--- config.mk ---
export PLATFORM = sky130hd
export DESIGN_NAME = accum_stage
export DESIGN_NICKNAME = d
export VERILOG_FILES = /design/src/rtl/accum_stage.sv
export SDC_FILE = /design/constraint.sdc
export NUM_CORES = 1
export LEC_CHECK = 0
export BUFFER_PORTS_ARGS = -buffer_cell sky130_fd_sc_hd__buf_2
export CAP_MARGIN = 20
export CORE_MARGIN = 5
export CORE_UTILIZATION = 30
export CTS_CLUSTER_DIAMETER = 30
export CTS_CLUSTER_SIZE = 24
export DETAILED_ROUTE_END_ITERATION = 8
export HOLD_SLACK_MARGIN = 0.08
export PLACE_DENSITY = 0.56
export SLEW_MARGIN = 20
export SYNTH_ARGS = -nofsm -noshare
export SYNTH_HDL_FRONTEND = slang
export SYNTH_SLANG_ARGS = --single-unit
--- constraint.sdc ---
create_clock -name clk -period 2.65 [get_ports clk]
set_input_delay 0.53 -clock clk [delete_from_list [all_inputs] [get_ports clk]]
set_output_delay 0.53 -clock clk [all_outputs]
set_load 0.01 [all_outputs]
--- src/rtl/accum_stage.sv ---
// -----------------------------------------------------------------------------
// accum_stage
//
// Sequential accumulation stage placed after the 4-bit carry adder. Operands
// arrive over a valid/ready handshake and are folded into a running 4-bit sum
// using the adder's modulo-16 addition (the carry-out is kept out of the sum).
// A result is presented after BURST_LEN operands, or earlier when in_last marks
// the final operand of a short burst. The result also carries a sticky overflow
// flag and the number of operands that were folded in.
//
// Optional feature (compile-time macro):
//   ACCUM_SATURATE_EN - on any carry-out the sum saturates to 4'hF and stays
//                       there for the rest of the burst. When undefined, the
//                       sum wraps modulo 16, matching the adder's S output.
//
// Parameters:
//   BURST_LEN  operands per result, legal range 1..15
//   CNT_W      width of the operand counter
//
// Ports:
//   clk        rising-edge clock
//   rst        asynchronous active-high reset, clears all state
//   in_valid   operand present on in_data
//   in_ready   stage accepts an operand this cycle
//   in_data    4-bit operand
//   in_last    final operand of a short burst (qualified by in_valid)
//   out_valid  result present on out_*
//   out_ready  consumer takes the result this cycle
//   out_sum    accumulated sum
//   out_ovf    at least one carry-out occurred during the burst
//   out_cnt    number of operands folded into out_sum
// -----------------------------------------------------------------------------
module accum_stage #(
  parameter int BURST_LEN = 4,
  parameter int CNT_W     = $clog2(BURST_LEN + 1)
) (
  input  logic             clk,
  input  logic             rst,
  input  logic             in_valid,
  output logic             in_ready,
  input  logic [3:0]       in_data,
  input  logic             in_last,
  output logic             out_valid,
  input  logic             out_ready,
  output logic [3:0]       out_sum,
  output logic             out_ovf,
  output logic [CNT_W-1:0] out_cnt
);

  typedef enum logic {
    ACC = 1'b0,
    OUT = 1'b1
  } state_t;

  state_t           state;
  logic [3:0]       acc;
  logic             ovf;
  logic [CNT_W-1:0] cnt;
  // Holds in_ready low while rst is high and until the first clock after
  // release.
  logic             run;

  logic             accept;
  logic [4:0]       sum5;
  logic [3:0]       acc_next;
  logic [CNT_W-1:0] cnt_next;
  logic             burst_end;

  assign accept    = in_valid && in_ready;
  assign sum5      = {1'b0, acc} + {1'b0, in_data};
  assign cnt_next  = cnt + CNT_W'(1);
  assign burst_end = in_last || (cnt_next == CNT_W'(BURST_LEN));

`ifdef ACCUM_SATURATE_EN
  // Once a carry has been seen in this burst (ovf already set, or a carry
  // right now) the sum is pinned at full scale; later adds cannot lower it.
  assign acc_next = (ovf || sum5[4]) ? 4'hF : sum5[3:0];
`else
  assign acc_next = sum5[3:0];
`endif

  // NOTE: all state is written with non-blocking assignments so every
  // register samples the pre-edge values of its neighbours.
  always_ff @(posedge clk or posedge rst) begin
    if (rst) begin
      state <= ACC;
      acc   <= 4'd0;
      ovf   <= 1'b0;
      cnt   <= '0;
      run   <= 1'b0;
    end else begin
      run <= 1'b1;
      case (state)
        ACC: begin
          if (accept) begin
            acc <= acc_next;
            ovf <= ovf | sum5[4];
            cnt <= cnt_next;
            if (burst_end) begin
              state <= OUT;
            end
          end
        end
        OUT: begin
          if (out_ready) begin
            acc   <= 4'd0;
            ovf   <= 1'b0;
            cnt   <= '0;
            state <= ACC;
          end
        end
        default: state <= ACC;
      endcase
    end
  end

  // Outputs are pure state decode or register copies, so there is no
  // combinational path from in_* to out_* or from out_ready to in_ready.
  assign in_ready  = run && (state == ACC);
  assign out_valid = (state == OUT);
  assign out_sum   = acc;
  assign out_ovf   = ovf;
  assign out_cnt   = cnt;

endmodule

# Word level (Yosys, flattened, before mapping)
# Index checks and enable logic that the tools add are counted.
dict set report op_classes {
  add_sub_neg 2
  n_mul 0
  div_mod_pow 0
  order_cmp 0
  n_eq_ne 3
  n_shift 0
  mux 13
  bitwise_logic 2
  reduce_logical 4
}
# operator count
set op_table {}
lappend op_table {{$mux 4} 2}
lappend op_table {{$pmux 4 s2} 1}
lappend op_table {{$mux 3} 2}
lappend op_table {{$pmux 3 s2} 1}
lappend op_table {{$add 4x4->5} 1}
lappend op_table {{$mux 1} 5}
lappend op_table {{$ne 2x2->1 const B} 2}
lappend op_table {{$pmux 1 s2} 2}
lappend op_table {{$add 3x1->3 const B} 1}
lappend op_table {{$eq 3x3->1 const B} 1}
lappend op_table {{$logic_and 1x1->1} 2}
lappend op_table {{$reduce_and 2->1} 1}
lappend op_table {{$logic_or 1x1->1} 1}
lappend op_table {{$not 1->1} 1}
lappend op_table {{$or 1x1->1} 1}
dict set report totals {
  register_bits 10
  latch_bits 0
  ram_bits 0
  rom_bits 0
  input_bits 9
  elab_cells 29
  mem_count 0
}

# Depth between registers and ports, before layout
# Gate-level depths: netlist of the first run.
dict set report logic_depth {
  depth_word 6
  mapped_depth 6
}

# Worst setup path after synthesis of the first run
# No wires, ideal clock.
dict set report synth_path {
  path_kind {input to register}
  startpoint {in in_data[0]}
  endpoint {reg ovf (netlist: out_ovf)}
  arrival_time_ps 1379
  slack_ps 1194
  cell_stages 6
  path_cell_list {ha_1 > inv_1 > fa_1 > nor2b_1 > o21ai_0 > a21oi_1}
}
dict set report synth_between {
  elab_chain_cells 4
}
# element line
set synth_lines {}
lappend synth_lines {{from (decl)} 41} ;# input logic [3:0] in_data,
lappend synth_lines {{$add 4x4->5} 70} ;# assign sum5 = {1'b0, acc} + {1'b0, in_data};
lappend synth_lines {{$or 1x1->1} 97} ;# ovf <= ovf | sum5[4];
lappend synth_lines {{$mux 1} 95} ;# if (accept) begin
lappend synth_lines {{$pmux 1 s2} 93} ;# case (state)
lappend synth_lines {{to (signal assigned)} 97}
lappend synth_lines {{to (decl)} 57} ;# logic ovf;
# Every way passes these cells. The select of a mux whose other input is x is not followed.
# A chain may end at the register's enable or synchronous reset.

# Worst setup path after layout of the first run
dict set report layout_path {
  startpoint {reg state (netlist: out_valid)}
  endpoint {out in_ready}
}
dict set report layout_between {
  elab_chain_cells 2
}
# element line
set layout_lines {}
lappend layout_lines {{from (decl)} 55} ;# state_t state;
lappend layout_lines {{from (signal assigned)} 86} ;# state <= ACC;
lappend layout_lines {{from (signal assigned)} 100} ;# state <= OUT;
lappend layout_lines {{from (signal assigned)} 109} ;# state <= ACC;
lappend layout_lines {{$not 1->1} --}
lappend layout_lines {{$logic_and 1x1->1} 119} ;# assign in_ready = run && (state == ACC);
lappend layout_lines {{to (decl)} 40} ;# output logic in_ready,
# Every way passes these cells.

==> flow_summary.yaml, run 1 <==
run_status:
  outcome: "finished clean"
global_route:
  grt_pass1_wl_um: 1960
  grt_overflow_total: 0
  grt_usage_pct: 9.72
  antenna_found_initial: 0
  grt_max_degree: 12
  grt_pass1_vias: 465
final_layout:
  num-fill-cells: 200
  fin_area_sq_um: 719
  multiInputGateArea_sq_um: 293
  diodes: 0
  seq_area_sq_um: 250
  nNetsFinal: 96
  drive_gt1_share_pct: 31.6
  syn_to_final_growth_pct: 26.4
route:
  postRouteAntennaNets: 0
  first_pass_iters: 4
  wl_um: 1230
  vias_per_cell: 4.51
  via_count: 469
  drc: 0
  wire_per_inst_um: 11.8
  drtIter0Drc: 12
power:
  ir_drop_v: 0.000459
  p_int_mw: 0.396
  p_leak_nw: 0.388
  total_power_mw: 0.627
  seqPwrFrac_pct: 39.6
  p_per_area_nw_per_um2: 871
  p_switching_mw: 0.231
  swShare_pct: 36.8
  pwr-share-comb_pct: 38.7
  clkPwrFrac_pct: 21.6
sta:
  post-route-period-util_pct: 58.4
  setup_tns_ns: 0
  fin_ws_ns: 1.10
  fmax_mhz: 646
  final_hold_viol_count: 0
  setup_viol: 0
  rsz0062_at_grt: "false"
  period_needed_ns: 1.55
  drv_slew: 0
  clock_skew_ns: 0.000479
synthesis:
  netlist_top_cells_area: "dfrtp_1, ha_1, nand3_1"
  ys_types: 22
  synth_cells: 58
  synth-edff-count: 0
  syn_avg_cell_area_sq_um: 9.82
  synth_flop_cell: "dfrtp_1"
  synthMuxAreaShare_pct: 1.76
  syn_nets: 74
  synth_top_area_cell: "dfrtp_1"
  ys_seq_elements: 10
  synth.top_cell.area_share_pct: 44.0
  synth_commonest_cells: "dfrtp_1, nand3_1, ha_1, nand2_1, inv_1"
  synth_xor_area_share_pct: 3.08
  async_reset_ff_share_pct: 100
  yosys_warnings: 0
  synth-adder-area-share_pct: 16.7
  synth-compound-area-share_pct: 9.67
  synth_simple_gate_area_share_pct: 19.6
  synth_top_family_by_area: "simple AND/OR/NAND/NOR gates"
  synth_seq_area_share_pct: 44.0
  yosysMostFrequentCell: "dfrtp_1"
  netlist_area_sq_um: 569
placed_design:
  dpl-instance-area_sq_um: 683
  pre_cts_ws_ns: 1.00
  io_buffers: 18
  routabilityCongestion: 0.668
critical_path:
  cp-end-kind: "output pin"
  cp-endpoint: "in_ready"
  cp.arrival_ns: 1.02
  critPathLaunchType: "register"
  ff2ff_path_depth: 6
  regToRegEndpoint: "out_ovf$_DFFE_PP0P_"
  reg2reg_slack_ns: 1.23
  crit_start: "out_valid$_DFF_PP0_"
  cp_max_fo: 6
  crit_type: "register to output pin"
  cp.required_ns: 2.12
  r2r-start: "out_sum[0]$_DFFE_PP0P_"
clock_tree:
  cts.sinks: 10
  cts_buffers: 3
  ctsResizeCount: 0
  cts_tree: "yes"
  clk_path_buf_depth: 2
  clk_latency_ns: 0.26
  path_clk_slew_ns: 0.07
  cts-htree-levels: 1
  cts_hold_buf: 0
  postCtsSetupBuffers: 0
  cts-root-buf: "clkbuf_4"
die:
  die_h_um: 53.6
  ios: 19
  initial_core_util_pct: 32.3
  chipWidth_um: 53.6
  dieArea_sq_um: 2870
  rows: 15
  coreArea_sq_um: 1760
min_path:
  hp-class: "input port to asynchronous set/reset pin"
job:
  cap_violations: 0
[area by class of cell]
class | count | share of cell area (%)
clock buffers | 4 | 5.04
inverters | 5 | 2.61
multi-input cells | 42 | 40.7
flip-flops and latches | 10 | 34.8
well taps | 25 | 4.35
repair buffers | 18 | 12.5
[critical path, cell delays in order (launching register included)]
cell,delay [ns]
dfrtp_1,0.40
and2b_2,0.23
buf_2,0.13
[kinds of logic (layout without fill, tap and decap cells)]
family	after synthesis	in the layout
adders and majority gates	7	7
other	1	1
muxes	1	1
AOI/OAI and AO/OA	10	10
buffers and inverters	6	27
and+or+nand+nor	21	21
xor gates and xnor gates	2	2
DFF	10	10
[how the worst min path moves through the flow]
stage,startpoint,slack (ns),endpoint,depth (start not counted)
finish,rst,0.24,out_sum[0]$_DFFE_PP0P_,2
global route,rst,0.25,out_sum[1]$_DFFE_PP0P_,2
CTS,rst,0.25,out_sum[1]$_DFFE_PP0P_,2
detailed placement,out_sum[0]$_DFFE_PP0P_,0.52,out_sum[0]$_DFFE_PP0P_,2
global placement,out_cnt[2]$_DFFE_PP0P_,0.51,out_cnt[2]$_DFFE_PP0P_,1
floorplan,rst,0.37,out_cnt[0]$_DFFE_PP0P_,1
[power by group through the flow]
stage / clock [mW] / combinational, mW / sequential (mW)
global route: 0.150 / 0.273 / 0.257
detailed placement: 0 / 0.247 / 0.252
CTS: 0.142 / 0.247 / 0.249
finish: 0.136 / 0.243 / 0.248
floorplan: 0 / 0.136 / 0.269
global placement: 0 / 0.243 / 0.249
[layer usage]
metal / vias up / GRT usage, % / part of all wire [%]
li1: 239 / - / -
met1: 216 / 11.5 / 45
met2: 12 / 14.9 / 46
met3: 2 / 4.16 / 6.8
met4: 0 / 5.11 / 1.3
met5: - / 0 / 0
[placed cells by master, fill, tap and decap left out]
| cell type | instances |
|---|---|
| nand3b_1 | 1 |
| nor2b_1 | 1 |
| clkbuf_4 | 3 |
| o21ai_0 | 4 |
| nand2_2 | 1 |
| inv_1 | 5 |
| o22ai_1 | 1 |
| mux2i_1 | 1 |
| buf_2 | 18 |
| a21oi_1 | 3 |
| nand3_1 | 8 |
| conb_1 | 1 |
| dfrtp_1 | 10 |
| clkbuf_8 | 1 |
| o21ai_1 | 1 |
| and2b_2 | 1 |
| and3b_2 | 1 |
| nor2_1 | 1 |
| nand2_1 | 6 |
| fa_1 | 1 |
| ha_1 | 6 |
| nand4_1 | 1 |
| a211o_1 | 1 |
| xor2_1 | 2 |
[per-stage QoR]
step	util, %	hold slack, ns	cells
after CTS	40.8	0.249	104
after global routing	40.8	0.252	104
after floorplan	-	0.370	58
after detailed placement	38.7	0.524	100
after global placement	38.7	0.508	100
final	40.8	0.243	104
[state kept, by name, indices dropped and copies added (netlist names)]
signal,count
out_sum,4
out_cnt,3
out_ovf,1
out_valid,1
run,1
(Power assumes the default switching activity.)
==> run 2, diff against run 1 <==
--- a/config.mk
+++ b/config.mk
@@ -5,6 +5,7 @@
 export SDC_FILE = /design/constraint.sdc
 export NUM_CORES = 1
 export LEC_CHECK = 0
+export ABC_AREA = 1
 export BUFFER_PORTS_ARGS = -buffer_cell sky130_fd_sc_hd__buf_2
 export CAP_MARGIN = 20
 export CORE_MARGIN = 5
@@ -13,7 +14,7 @@
 export CTS_CLUSTER_SIZE = 24
 export DETAILED_ROUTE_END_ITERATION = 8
 export HOLD_SLACK_MARGIN = 0.08
-export PLACE_DENSITY = 0.56
+export PLACE_DENSITY = 0.58
 export SLEW_MARGIN = 20
 export SYNTH_ARGS = -nofsm -noshare
 export SYNTH_HDL_FRONTEND = slang
==> constraint.sdc (replaced) <==
create_clock -name clk -period 1.25 [get_ports clk]
set_input_delay 0.25 -clock clk [delete_from_list [all_inputs] [get_ports clk]]
set_output_delay 0.25 -clock clk [all_outputs]
set_load 0.01 [all_outputs]
==> run 2 against run 1 <==
The run now ends with setup timing left; via count increased by 15%; global-route usage increased by 0.23 points; first-iteration DRC count unchanged; highest routed layer unchanged; largest power group is now combinational logic; combinational power increased to 3.1 times the previous value; total power increased by 140%; register-to-register slack got worse by 1.3 ns; non-clock buffer count increased by 5; routed wire length increased by 2.4%; area after synthesis increased by 6.6%.
==> flow_summary.yaml, run 2 <==
run_status:
  outcome: "finished with violations"
  violations: "setup timing"
synthesis:
  netlist_area_sq_um: 607
  yosysMostFrequentCell: "nand2_1"
  async_reset_ff_share_pct: 100
  synth_top_family_by_area: "simple AND/OR/NAND/NOR gates"
  synth.top_cell.area_share_pct: 41.2
  synth_xor_area_share_pct: 2.89
  syn_nets: 88
  synth_seq_area_share_pct: 41.2
  synth-compound-area-share_pct: 4.33
  synth_cells: 72
  synth_commonest_cells: "nand2_1, dfrtp_1, inv_1"
  synth_top_area_cell: "dfrtp_1"
  syn_avg_cell_area_sq_um: 8.43
  ys_seq_elements: 10
  synth_simple_gate_area_share_pct: 26.8
  synth-adder-area-share_pct: 15.7
  yosys_warnings: 0
  netlist_top_cells_area: "dfrtp_1, ha_1, nand2_1"
  synthMuxAreaShare_pct: 0
  synth-edff-count: 0
  synth_flop_cell: "dfrtp_1"
  ys_types: 17
clock_tree:
  cts.sinks: 10
  cts-htree-levels: 1
  cts_buffers: 3
  path_clk_slew_ns: 0.06
  clk_latency_ns: 0.26
  cts-root-buf: "clkbuf_4"
  cts_tree: "yes"
  clk_path_buf_depth: 2
global_route:
  use_met2_pct: 15.4
  grt_overflow_total: 0
  grt_pass1_vias: 498
  antenna_found_initial: 0
  met1_usage_pct: 12.0
  grt_usage_pct: 9.96
  grt_pass1_wl_um: 2060
  met3_usage_pct: 4.83
  grt_max_degree: 11
  grt-busiest-layer: "met2"
final_layout:
  syn_to_final_growth_pct: 34.6
  nNetsFinal: 116
  diodes: 0
  num-fill-cells: 202
  fin_util_pct: 42.1
  drive_gt1_share_pct: 35.7
  fin_area_sq_um: 817
  largest_reg_flops: 4
  final_common_cell: "nand2_1"
  final_cells: 125
  final_cell_mix: "nand2_1, buf_2, dfrtp_1, inv_1, nand3_1"
power:
  p_leak_nw: 0.465
  p_per_area_nw_per_um2: 1850
  total_power_mw: 1.51
  ir_drop_v: 0.00106
route:
  drc: 0
  vias_per_cell: 4.32
  drtIter0Drc: 12
  wire_per_inst_um: 10.1
  postRouteAntennaNets: 0
  wl_um: 1260
  first_pass_iters: 4
  via_count: 540
placed_design:
  dpl-instance-area_sq_um: 758
  routabilityCongestion: 0.769
  post-place-cells: 120
  io_buffers: 18
  dpl.hpwl_um: 1010
die:
  ios: 19
  initial_core_util_pct: 31.3
  dieArea_sq_um: 3020
  coreArea_sq_um: 1940
  chipWidth_um: 55.0
  die_h_um: 55.0
  rows: 16
critical_path:
  critPathLaunchType: "register"
  ff2ff_path_depth: 8
  cp_max_fo: 2
  cp-end-kind: "register"
  cp.required_ns: 1.45
  cp.arrival_ns: 1.48
  crit_type: "register to register"
sta:
  rsz0062_at_grt: "true"
  fin_ws_ns: -0.0299
  fmax_mhz: 781
  post-route-period-util_pct: 102
  period_needed_ns: 1.28
  setup_viol: 2
  clock_skew_ns: 0.00345
  drv_slew: 0
  final_hold_viol_count: 0
  finalHoldWorstSlack_ns: 0.205
job:
  cap_violations: 0
min_path:
  hp-class: "input port to register"
  whs_path_depth: 3
[run 2: cell types whose count changed after synthesis, sizes merged, moves of 2 or more]
cell / change
o21ai: -3
nand3: +2
nand2: +14
inv: +8
[run 2: critical path, cell delays in order, from the launching register on]
cell	delay (ns)
dfrtp_1	0.35
ha_2	0.18
inv_2	0.04
fa_2	0.34
inv_1	0.06
nand3_1	0.06
nand3_1	0.08
nand3_1	0.06
nand2_1	0.05
[run 2: repair_timing]
action                                 4_1_cts  5_1_grt
pin swaps                                    2        0
gates resized for setup                      0        4
endpoints found under the hold margin       10        0
setup endpoints to repair                    3        4
hold buffers                                 1        0
setup buffers                                0        1
[run 2: final timing paths]
path | start | end | slack [ns]
setup / recovery | out_sum[0]$_DFFE_PP0P_ | out_ovf$_DFFE_PP0P_ | -0.03
hold / removal | in_last | out_valid$_DFF_PP0_ | 0.21
setup reg to reg | out_sum[0]$_DFFE_PP0P_ | out_ovf$_DFFE_PP0P_ | -0.03
hold reg to reg | out_cnt[2]$_DFFE_PP0P_ | out_cnt[2]$_DFFE_PP0P_ | 0.51
max in group asynchronous | rst | out_sum[3]$_DFFE_PP0P_ | 0.46
min in group asynchronous | rst | out_ovf$_DFFE_PP0P_ | 0.51
[run 2: per-stage QoR]
| step | setup WS, ns | TNS [ns] |
|---|---|---|
| 6_report | -0.0299 | -0.0478 |
| 4_1_cts | -0.0426 | -0.0801 |
| 5_1_grt | -0.145 | -0.329 |
| 3_3_place_gp | -0.00561 | -0.00596 |
| 2_1_floorplan | -0.0773 | -0.201 |
| 3_5_place_dp | -0.0276 | -0.0572 |
[run 2: cell type report]
type / count / area (sq um) / share of cell area (%)
inverter: 13 / 51.3 / 6.28
multi-input combinational: 49 / 319 / 39.1
clock buffer: 3 / 22.5 / 2.76
sequential: 10 / 250 / 30.6
tap: 27 / 33.8 / 4.13
timing repair buffer: 23 / 140 / 17.2
[run 2: per-layer routing]
layer / routed length, um / vias up / part of all wire, %
met4: 7 / 0 / 0.56
met5: 0 / - / 0
met3: 80 / 2 / 6.3
met1: 535 / 244 / 42
li1: - / 281 / -
met2: 637 / 13 / 51
[run 2: cells by family (layout without fill, tap and decap cells)]
group,after synthesis,count (layout)
AND/OR/NAND/NOR,34,34
flip-flops,10,10
AO/OA/AOI/OAI,5,5
XOR/XNOR,2,2
adder cells (fa/ha/maj),7,7
other,1,1
buffers and inverters,13,39
[run 2: report_power, final]
group	internal, mW	switching [mW]	total, mW
clock network	0.111	0.101	0.212
registers	0.441	0.0966	0.537
logic	0.367	0.398	0.765
